**src/rtl/tt_alu_sequencer.sv**
```systemverilog
// tt_alu_sequencer: start/operand/exec sequencer driving an 8-bit ADD/XOR/AND/SUB unit with abort and freeze
module tt_alu_sequencer (
  input  logic       clk,
  input  logic       rst_n,
  input  logic       ena,
  input  logic [7:0] ui_in,
  input  logic [7:0] uio_in,
  output logic [7:0] uo_out,
  output logic [7:0] uio_out,
  output logic [7:0] uio_oe
);
  localparam logic [2:0] IDLE = 3'd0;
  localparam logic [2:0] OPA  = 3'd1;
  localparam logic [2:0] OPB  = 3'd2;
  localparam logic [2:0] EXEC = 3'd3;
  localparam logic [2:0] DONE = 3'd4;
  logic [2:0] state, nxt;
  logic [7:0] a, b, result;
  logic [1:0] op;
  logic       carry, busy, done, start, valid, abort_hit, unused;
  logic [8:0] alu;
  assign start = uio_in[0];
  assign valid = uio_in[1];
  assign busy = state == OPA || state == OPB || state == EXEC;
  assign done = state == DONE;
  assign abort_hit = uio_in[4] && busy;
  assign unused = &{1'b0, uio_in[7:5]};
  assign uo_out = result;
  assign uio_out = {carry, done, busy, 5'b0};
  assign uio_oe = 8'hE0;
  // bit 8 of the 9-bit difference is exactly the borrow (A < B)
  always_comb begin
    alu = op == 2'b00 ? {1'b0, a} + {1'b0, b} :
          op == 2'b01 ? {1'b0, a ^ b} :
          op == 2'b10 ? {1'b0, a & b} :
                        {1'b0, a} - {1'b0, b};
    nxt = abort_hit      ? IDLE :
          state == IDLE  ? (start ? OPA : IDLE) :
          state == OPA   ? (valid ? OPB : OPA) :
          state == OPB   ? (valid ? EXEC : OPB) :
          state == EXEC  ? DONE :
          state == DONE  ? (start ? DONE : IDLE) : IDLE;
  end
  always_ff @(posedge clk or negedge rst_n) begin
    if (!rst_n) begin
      state  <= IDLE;
      a      <= '0;
      b      <= '0;
      op     <= '0;
      result <= '0;
      carry  <= 1'b0;
    end else if (ena) begin
      state <= nxt;
      if (state == IDLE && start) op <= uio_in[3:2];
      if (!abort_hit && state == OPA && valid) a <= ui_in;
      if (!abort_hit && state == OPB && valid) b <= ui_in;
      if (!abort_hit && state == EXEC) {carry, result} <= alu;
    end
  end
endmodule
```
**config.mk**
```make
export PLATFORM = sky130hd
export DESIGN_NAME = tt_alu_sequencer
export DESIGN_NICKNAME = d
export VERILOG_FILES = /design/src/rtl/tt_alu_sequencer.sv
export SDC_FILE = /design/constraint.sdc
export NUM_CORES = 1
export LEC_CHECK = 0
export ABC_CLOCK_PERIOD_IN_PS = 2100
export BUFFER_PORTS_ARGS = -buffer_cell sky130_fd_sc_hd__buf_4
export CORE_ASPECT_RATIO = 2
export CORE_MARGIN = 8
export CORE_UTILIZATION = 51
export CTS_BUF_LIST = sky130_fd_sc_hd__clkbuf_8 sky130_fd_sc_hd__clkbuf_16
export CTS_CLUSTER_SIZE = 12
export DETAILED_ROUTE_END_ITERATION = 12
export PLACE_DENSITY = 0.85
export SYNTH_ARGS = -nofsm -noshare
export SYNTH_HDL_FRONTEND = slang
export SYNTH_SLANG_ARGS = --single-unit
```
**constraint.sdc**
```tcl
create_clock -name clk -period 2.1 [get_ports clk]
set_clock_uncertainty 0.05 [all_clocks]
set_input_delay 0.63 -clock clk [delete_from_list [all_inputs] [get_ports clk]]
set_output_delay 0.63 -clock clk [all_outputs]
set_load 0.01 [all_outputs]
```
==> flow_summary_export.csv, run 1 <==
group,metric,value,unit
setup_path,crit_path_start,"a[3]",
synth,synth_edf_count,0,
placement,dp.final_hpwl,4160,um
routing,drc,0,
clocking,cts_inserted_buffers,5,
routing,vias_per_cell,5.812,
clocking,htree_levels,2,
global_route,track_usage,0.1555,
timing,clock.fmax,467.2,MHz
setup_path,path_class,"reg -> reg",
run_status,outcome,"complete, but fails checks",
synth,synthCells,242,
global_route,grt_max_degree,31,
finish,syn_to_final_growth,18.68,%
pwr,p_leak,0.001267,uW
synth,synthDistinctLibCells,59,
setup_path,worst_setup_path_end_kind,"flop",
clocking,root_buffer,"clkbuf_8",
pwr,power_density,1712,nW/um^2
placement,portBuffers,26,
global_route,grt-ovfl-total,0,
routing,drtIter0Drc,55,
synth,syn_area,2317,sq um
floorplanning,die-area,7088,sq um
synth,ys.flop_type,"dfrtp_1",
finish,num-fill-cells,365,
flow_run,cap_violations,0,
global_route,antenna_found_initial,0,
synth,synth_async_sr_flop_share,1.000,
global_route,grt_pass1_wl,8887,um
routing,avgRoutedWirePerCell,16.89,um
synth,yosys_warnings,0,
floorplanning,rows,34,
synth,synth_area_per_cell,9.575,sq um
run_status,violations,"setup timing",
floorplanning,core_area,4382,sq um
clocking,tritoncts,"yes",
finish,multi_input_area,1383,sq um
finish,nNetsFinal,323,
setup_path,worstPathRequired,2250,ps
synth,yosysSeqAreaShare,0.3240,
setup_path,critPathArrivalTime,2290,ps
timing,finalMaxSlewViolations,0,
routing,finalWirelength,5759,um
clocking,clock_sinks,30,
setup_path,timing.rr.start,"a[3]",
finish,antennaDiodeCount,0,
floorplanning,start_util,0.5288,
global_route,grt_pass1_vias,1933,
timing,layout_setup_ws,-40.25,ps
hold_path,hp-class,"in -> async",
floorplanning,ios,43,
floorplanning,die_y,111.3,um
clocking,clock_path_buffers,2,
floorplanning,die_x,63.67,um
clocking,insertion_delay,290,ps
setup_path,crit_fanout,5,
timing,finalSetupViolations,1,
setup_path,start_kind,"flop",
routing,vias,1982,
finish,drive_gt1_frac,0.3380,
routing,ant_nets,0,
timing,period_minus_slack,2140,ps
placement,dpl_worst_slack,-47.24,ps
synth,synth-seq-cells,30,
routing,first_pass_iters,4,
timing,fin_crit_sh,1.019,
timing,hold_viol,0,
timing,rsz0062_at_grt,"yes",
placement,place_congestion,0.9550,
finish,finalNonFillerCells,341,
placement,place_inst,330,
pwr,peakVddDrop,0.9515,mV
finish,register_area,750.7,sq um
clocking,clk_pin_slew,70,ps
-- final cells by class --
type | instances | area share
clock buffer | 6 | 0.03003
clock inverter | 2 | 0.003185
inverter | 18 | 0.02457
multi-input combinational | 179 | 0.5027
sequential | 30 | 0.2730
tap | 54 | 0.02457
timing repair buffer | 52 | 0.1419
-- worst max-delay path: stages, from the launching register on --
cell and delay [ps]:
dfrtp_1 410, ha_1 330, buf_4 170, or3_1 410, o22ai_1 290, mux2i_1 130, o311ai_1 260
-- cells in the mapped netlist (3+ instances only) --
| master | count | area [sq um] |
|---|---|---|
| ha_1 | 16 | 200.2 |
| nor2_1 | 13 | 48.80 |
| mux2i_1 | 5 | 50.05 |
| clkbuf_8 | 4 | 55.05 |
| a211oi_1 | 3 | 22.52 |
| o21ai_0 | 13 | 65.06 |
| buf_4 | 16 | 120.1 |
| nor4_1 | 3 | 18.77 |
| a21oi_1 | 12 | 60.06 |
| inv_1 | 16 | 60.06 |
| mux2_2 | 18 | 202.7 |
| nand2_1 | 23 | 86.33 |
| a31oi_1 | 3 | 18.77 |
| nand4_1 | 5 | 31.28 |
| or4_1 | 3 | 22.52 |
| dfrtp_1 | 30 | 750.7 |
| nor2b_1 | 4 | 25.02 |
| buf_6 | 3 | 33.78 |
-- state kept, by name, indices dropped and copies added (netlist names) --
| register | count |
|---|---|
| b | 8 |
| state | 3 |
| a | 8 |
| uo_out | 8 |
| carry | 1 |
| op | 2 |
-- where the power goes --
part	switching, uW	total (uW)	internal (uW)	leakage, uW
clock network	224	483	259	0.0000524
logic	1660	3150	1490	0.000833
registers	239	1080	837	0.000382
total	2120	4710	2590	0.00127
-- worst paths after layout --
path	to	slack [ps]	cells after the start
hold reg to reg	uo_out[0]	430	2
setup / recovery	uo_out[6]	-40	6
setup reg to reg	uo_out[6]	-40	6
max in group asynchronous	b[4]	1500	1
min in group clk	uo_out[0]	430	2
hold / removal	uo_out[5]	210	1
-- routing by layer --
| metal | part of all wire | global-route usage |
|---|---|---|
| met1 | 0.35 | 0.1498 |
| met4 | 0.040 | 0.07796 |
| met2 | 0.55 | 0.2868 |
| met3 | 0.064 | 0.04352 |
| met5 | 0 | 0 |
-- kinds of logic after synthesis --
group / share of synthesized area
and+or+nand+nor: 0.1469
buffers and inverters: 0.1253
other: 0.003241
muxes: 0.1188
DFF: 0.3240
AOI/OAI and AO/OA: 0.1782
adders and majority gates: 0.1037
-- cell usage in the layout (no fill, tap or decap), drive strengths merged, types with 2 or more instances in the layout --
cell     synthesis  routed
buf             21      52
dfrtp           30      30
nand2           23      23
mux2            18      18
inv             17      18
ha              16      16
nor2            13      13
conb             2      13
o21ai           13      13
a21oi           12      12
clkbuf           5       6
nand4            5       5
mux2i            5       5
nor2b            4       4
nor4             4       4
a31oi            3       3
or4              3       3
a211oi           3       3
o32ai            3       3
nand2b           2       2
o22ai            2       2
or3              2       2
a21o             2       2
nand3            2       2
o31a             2       2
clkinv           1       2
o311ai           2       2
a2111oi          2       2
fa               2       2
-- per-stage QoR --
step | setup TNS [ps] | util | instance area, sq um | total power, uW | hold WS (ps)
final | -40.25 | 0.6276 | 2750 | 4708 | 206.9
after global routing | -254.5 | 0.6276 | 2750 | 5041 | 235.5
after CTS | -16.81 | 0.6108 | 2676 | 4436 | 223.8
after detailed placement | -47.24 | 0.5882 | 2577 | 3881 | 418.0
after global placement | -6.435 | 0.5882 | 2577 | 3789 | 410.7
after floorplan | 0 | - | 2365 | 3131 | 284.4
-- repair_timing --
item	in CTS	in global routing
gates resized for setup	0	15
setup endpoints to repair	1	6
hold buffers	0	0
pin swaps	2	8
setup buffers	1	2
Power figures use the tool's default switching activity.
==> inputs of run 2 (changes only) <==
--- a/config.mk
+++ b/config.mk
@@ -7,13 +7,14 @@
 export LEC_CHECK = 0
 export ABC_CLOCK_PERIOD_IN_PS = 2100
 export BUFFER_PORTS_ARGS = -buffer_cell sky130_fd_sc_hd__buf_4
+export CAP_MARGIN = 20
 export CORE_ASPECT_RATIO = 2
 export CORE_MARGIN = 8
-export CORE_UTILIZATION = 51
+export CORE_UTILIZATION = 49
 export CTS_BUF_LIST = sky130_fd_sc_hd__clkbuf_8 sky130_fd_sc_hd__clkbuf_16
 export CTS_CLUSTER_SIZE = 12
 export DETAILED_ROUTE_END_ITERATION = 12
-export PLACE_DENSITY = 0.85
+export PLACE_DENSITY = 0.83
 export SYNTH_ARGS = -nofsm -noshare
 export SYNTH_HDL_FRONTEND = slang
 export SYNTH_SLANG_ARGS = --single-unit
==> run 2 against run 1 <==
Compared with the run above:
- the flow still finishes with violations (setup timing)
- worst setup slack gained 2.9 ps
- clock-buffer cell count is the same
- first-iteration DRC count grew 75%
- die area grew 3.3%
- sequential power about the same
- global-route usage barely moved
- largest cell class unchanged
==> flow_summary_export.csv, run 2 (synthesis gave the netlist of run 1 again) <==
group,metric,value,unit
run_status,outcome,"complete, but fails checks",
run_status,violations,"setup timing",
timing,period_minus_slack,2137,ps
routing,ant_nets,0,
finish,drive_gt1_frac,0.3217,
floorplanning,start_util,0.5039,
routing,drc,0,
timing,layout_setup_ws,-37.37,ps
global_route,grt_pass1_vias,1976,
placement,dp.final_hpwl,4352,um
floorplanning,core_area,4598,sq um
pwr,peakVddDrop,0.9678,mV
global_route,grt_pass1_wl,9059,um
global_route,antenna_found_initial,0,
finish,nNetsFinal,322,
routing,drtIter0Drc,96,
flow_run,cap_violations,0,
setup_path,critPathTopFamily,"compound AO/OA/AOI/OAI gates",
floorplanning,die-area,7319,sq um
floorplanning,die_x,64.63,um
clocking,cts_inserted_buffers,5,
setup_path,cp_cell_sequence,"inv_1 > ha_1 > inv_1 > fa_2 > a21oi_4 > buf_4 > nor2b_1 > o21ai_1 > a21oi_1 > o41ai_2",
finish,finalNonFillerCells,341,
placement,dpl_worst_slack,-58.69,ps
timing,clock.fmax,467.9,MHz
setup_path,path_class,"reg -> reg",
setup_path,path_common_cell,"inv_1",
finish,antennaDiodeCount,0,
finish,layout_commonest_cell,"buf_4",
pwr,cellInternalPower,2583,uW
timing,hold_viol,0,
pwr,power_density,1723,nW/um^2
setup_path,slowest_stage,"dfrtp_1",
timing,worst_slew_pin_slew,490.8,ps
timing,setup_tns,-40.53,ps
clocking,htree_levels,2,
global_route,track_usage,0.1557,
pwr,p_seq_frac,0.227,
global_route,grt-ovfl-total,0,
setup_path,start_kind,"flop",
pwr,share_comb_of_total_power,0.669,
clocking,clock_sinks,30,
finish,final_cell_mix,"buf_4 (51), dfrtp_1 (30), nand2_1 (23)",
floorplanning,ios,43,
global_route,grt_max_degree,31,
routing,vias,2048,
pwr,p_leak,0.001262,uW
finish,stdcell_area,2720,sq um
clocking,insertion_delay,290,ps
hold_path,hp-class,"in -> async",
floorplanning,rows,35,
timing,hold_ws,210.0,ps
timing,rsz0062_at_grt,"yes",
placement,place_congestion,0.9054,
finish,syn_to_final_growth,17.39,%
pwr,switching_share,0.4488,
placement,place_inst,331,
setup_path,critPathArrivalTime,2260,ps
setup_path,worstPathRequired,2220,ps
routing,finalWirelength,5739,um
floorplanning,die_y,113.3,um
pwr,switchingPower,2104,uW
routing,vias_per_cell,6.006,
placement,portBuffers,26,
setup_path,worst_path_largest_cell_delay,390,ps
timing,fin_crit_sh,1.018,
pwr,power.share.clock,0.103,
setup_path,critPathBufInv,3,
routing,avgRoutedWirePerCell,16.83,um
timing,finalSetupViolations,2,
clocking,tritoncts,"yes",
timing,slew_headroom,0.6643,
clocking,root_buffer,"clkbuf_8",
placement,placed_cell_area,2579,sq um
setup_path,worst_setup_path_end_kind,"flop",
setup_path,crit_fanout,3,
clocking,clk_pin_slew,80,ps
routing,first_pass_iters,4,
timing,finalMaxSlewViolations,0,
clocking,clock_path_buffers,2,
clocking,hold_buffers,0,
## run 2: area by class of cell
cell class	count	area, sq um
fillers	413	1878
multi-input cells	179	1359
flip-flops and latches	30	750.7
repair buffers	51	382.9
clock buffers	6	82.58
well taps	55	68.82
inverters	18	67.56
clock inverters	2	8.758
## run 2: stage by stage
stage,utilization,total power (uW)
3_5_place_dp,0.5608,3933
3_3_place_gp,0.5608,3834
4_1_cts,0.5839,4506
2_1_floorplan,-,3131
6_report,0.5916,4687
5_1_grt,0.5916,4992
## run 2: timing repair
item | 4_1_cts | 5_1_grt
gates cloned | 0 | 0
buffers inserted | 1 | 1
endpoints found under the setup margin | 2 | 5
pin swaps | 3 | 1
resized for setup | 3 | 6
## run 2: metal layers
metal / vias to the layer above / share of wire / GRT usage
li1: 945 / - / -
met1: 984 / 0.35 / 0.1412
met2: 101 / 0.54 / 0.2897
met3: 18 / 0.071 / 0.04154
met4: 0 / 0.037 / 0.09531
met5: - / 0 / 0
## run 2: worst paths after layout
kind | endpoint | start | slack (ps) | cells past startpoint
setup / recovery | uo_out[4] | a[0] | -40 | 10
hold / removal | uo_out[6] | rst_n | 210 | 1
setup reg to reg | uo_out[4] | a[0] | -40 | 10
hold reg to reg | uo_out[1] | uo_out[1] | 430 | 2
max in group asynchronous | state[2] | rst_n | 1490 | 1
min in group clk | uo_out[1] | uo_out[1] | 430 | 2
## run 2: power groups by stage
| stage | combinational (uW) | clock (uW) | sequential, uW |
|---|---|---|---|
| floorplan | 2090 | 0 | 1050 |
| global placement | 2780 | 0 | 1050 |
| detailed placement | 2860 | 0 | 1070 |
| CTS | 2950 | 493 | 1060 |
| global route | 3370 | 524 | 1100 |
| finish | 3140 | 485 | 1060 |
==> inputs of run 3 (changes only) <==
--- a/config.mk
+++ b/config.mk
@@ -5,7 +5,7 @@
 export SDC_FILE = /design/constraint.sdc
 export NUM_CORES = 1
 export LEC_CHECK = 0
-export ABC_CLOCK_PERIOD_IN_PS = 2100
+export ABC_CLOCK_PERIOD_IN_PS = 1900
 export BUFFER_PORTS_ARGS = -buffer_cell sky130_fd_sc_hd__buf_4
 export CAP_MARGIN = 20
 export CORE_ASPECT_RATIO = 2
==> constraint.sdc (replaced) <==
create_clock -name clk -period 1.9 [get_ports clk]
set_clock_uncertainty 0.05 [all_clocks]
set_input_delay 0.57 -clock clk [delete_from_list [all_inputs] [get_ports clk]]
set_output_delay 0.57 -clock clk [all_outputs]
set_load 0.01 [all_outputs]
==> run 3 against run 2 <==
Compared with the run above:
- the flow still finishes with violations (setup timing)
- cell count grew 7.6%
- core utilization grew 6.9 points
- clock power grew 9.3%
- largest cell class unchanged
- clock-buffer cell count shrank 1
- sequential share of layout area shrank 2.9 points
- register-to-register slack lost 260 ps
- sequential power grew 12%
- flip-flop and latch count is the same
==> flow_summary_export.csv, run 3 (synthesis gave the netlist of run 1 again) <==
group,metric,value,unit
clocking,clock_path_buffers,2,
floorplanning,die_y,113.3,um
finish,register_area,752.0,sq um
routing,finalWirelength,6567,um
floorplanning,die-area,7319,sq um
clocking,root_buffer,"clkbuf_8",
routing,top_layer_used,"met4",
clocking,tritoncts,"yes",
clocking,cts_inserted_buffers,5,
hold_path,hp-class,"in -> async",
clocking,insertion_delay,290,ps
routing,met3_wirelength,370,um
timing,layout_setup_ws,-299.3,ps
global_route,grt_pass1_wl,10210,um
pwr,power_density,1990,nW/um^2
routing,first_pass_iters,4,
clocking,htree_levels,2,
finish,drive_gt1_frac,0.4551,
timing,clock.fmax,454.7,MHz
pwr,peakVddDrop,1.273,mV
routing,met2WireLength,3657,um
setup_path,crit_fanout,3,
placement,portBuffers,26,
setup_path,worst_setup_path_end_kind,"flop",
global_route,grt_pass1_vias,2195,
global_route,antenna_found_initial,0,
timing,period_minus_slack,2199,ps
placement,placed_cell_area,2775,sq um
placement,dp.final_hpwl,4676,um
global_route,grt-ovfl-total,0,
floorplanning,start_util,0.5039,
routing,met1Wirelength,2314,um
placement,place_congestion,0.9603,
pwr,p_leak,0.001397,uW
finish,antennaDiodeCount,0,
floorplanning,ios,43,
routing,avgRoutedWirePerCell,17.89,um
run_status,violations,"setup timing",
routing,vias,2137,
timing,worst_slew_pin_slew,463.1,ps
timing,slew_headroom,0.6833,
setup_path,slowest_stage,"dfrtp_1",
finish,multi_input_area,1475,sq um
clocking,hold_buffers,0,
timing,hold_viol,0,
routing,ant_nets,0,
run_status,outcome,"complete, but fails checks",
finish,final_cell_mix,"buf_4 (75), dfrtp_1 (29), nand2_1 (19)",
setup_path,critPathArrivalTime,2320,ps
timing,finalSetupViolations,5,
floorplanning,die_x,64.63,um
setup_path,start_kind,"flop",
routing,drtIter0Drc,106,
flow_run,cap_violations,0,
timing,rsz0062_at_grt,"yes",
timing,fin_crit_sh,1.158,
routing,vias_per_cell,5.823,
finish,layout_commonest_cell,"buf_4",
clocking,clk_pin_slew,80,ps
setup_path,path_class,"reg -> reg",
global_route,grt_max_degree,31,
floorplanning,core_area,4598,sq um
setup_path,worst_path_largest_cell_delay,400,ps
timing,finalMaxSlewViolations,0,
finish,nNetsFinal,348,
finish,num-fill-cells,365,
placement,dpl_worst_slack,-270.2,ps
finish,syn_to_final_growth,31.16,%
setup_path,cp_cell_sequence,"inv_1 > ha_2 > inv_2 > fa_2 > a21oi_4 > buf_4 > nor2b_1 > o21ai_1 > a21oi_1 > o41ai_2",
routing,drc,0,
clocking,clock_sinks,30,
global_route,track_usage,0.1740,
setup_path,worstPathRequired,2030,ps
floorplanning,rows,35,
finish,stdcell_area,3039,sq um
==> run 3: where the power goes <==
group | switching [uW] | internal, uW
clock network | 273 | 257
registers | 261 | 926
logic | 2160 | 2170
==> run 3: area by class of cell <==
| class | instances | share of cell area |
|---|---|---|
| clock buffer | 5 | 0.02264 |
| clock inverter | 3 | 0.006999 |
| inverter | 18 | 0.02223 |
| multi-input combinational | 179 | 0.4854 |
| sequential | 30 | 0.2474 |
| tap | 55 | 0.02264 |
| timing repair buffer | 77 | 0.1927 |
==> run 3: path summary, 6_finish.rpt <==
path / startpoint / endpoint / slack, ps / cells past startpoint
max: a[0] / uo_out[4] / -300 / 10
min: rst_n / uo_out[5] / 160 / 1
max reg2reg: a[0] / uo_out[4] / -300 / 10
min reg2reg: uo_out[1] / uo_out[1] / 430 / 2
max in group asynchronous: rst_n / a[1] / 1340 / 1
min in group clk: uo_out[1] / uo_out[1] / 430 / 2
==> run 3: metal layers <==
layer	global-route usage	up-vias
met5	0	-
met4	0.1129	0
met3	0.03462	23
met2	0.3178	90
met1	0.1678	1039
li1	-	985
==> run 3: critical path, delay by kind of cell (launching register included) <==
family / cells / cell delay, ps
and+or+nand+nor: 1 / 60
AOI/OAI and AO/OA: 4 / 780
DFF: 1 / 400
adders and majority gates: 2 / 540
buffers and inverters: 3 / 260
==> run 3: through the flow <==
| stage | setup TNS (ps) | utilization | cells | total power (uW) | hold WS (ps) |
|---|---|---|---|---|---|
| after global routing | -1233 | 0.6610 | 367 | 6426 | 188.4 |
| after floorplan | -133.9 | - | 253 | 3492 | 224.4 |
| final | -877.7 | 0.6610 | 367 | 6048 | 157.3 |
| after detailed placement | -969.9 | 0.6035 | 355 | 4764 | 421.3 |
| after CTS | -621.1 | 0.6411 | 363 | 5601 | 166.8 |
| after global placement | -628.1 | 0.6035 | 355 | 4608 | 413.0 |
==> run 3: repair_timing <==
item | in CTS | in global routing
setup buffers | 0 | 4
endpoints found under the setup margin | 6 | 6
pin swaps | 7 | 11
resized for setup | 18 | 17
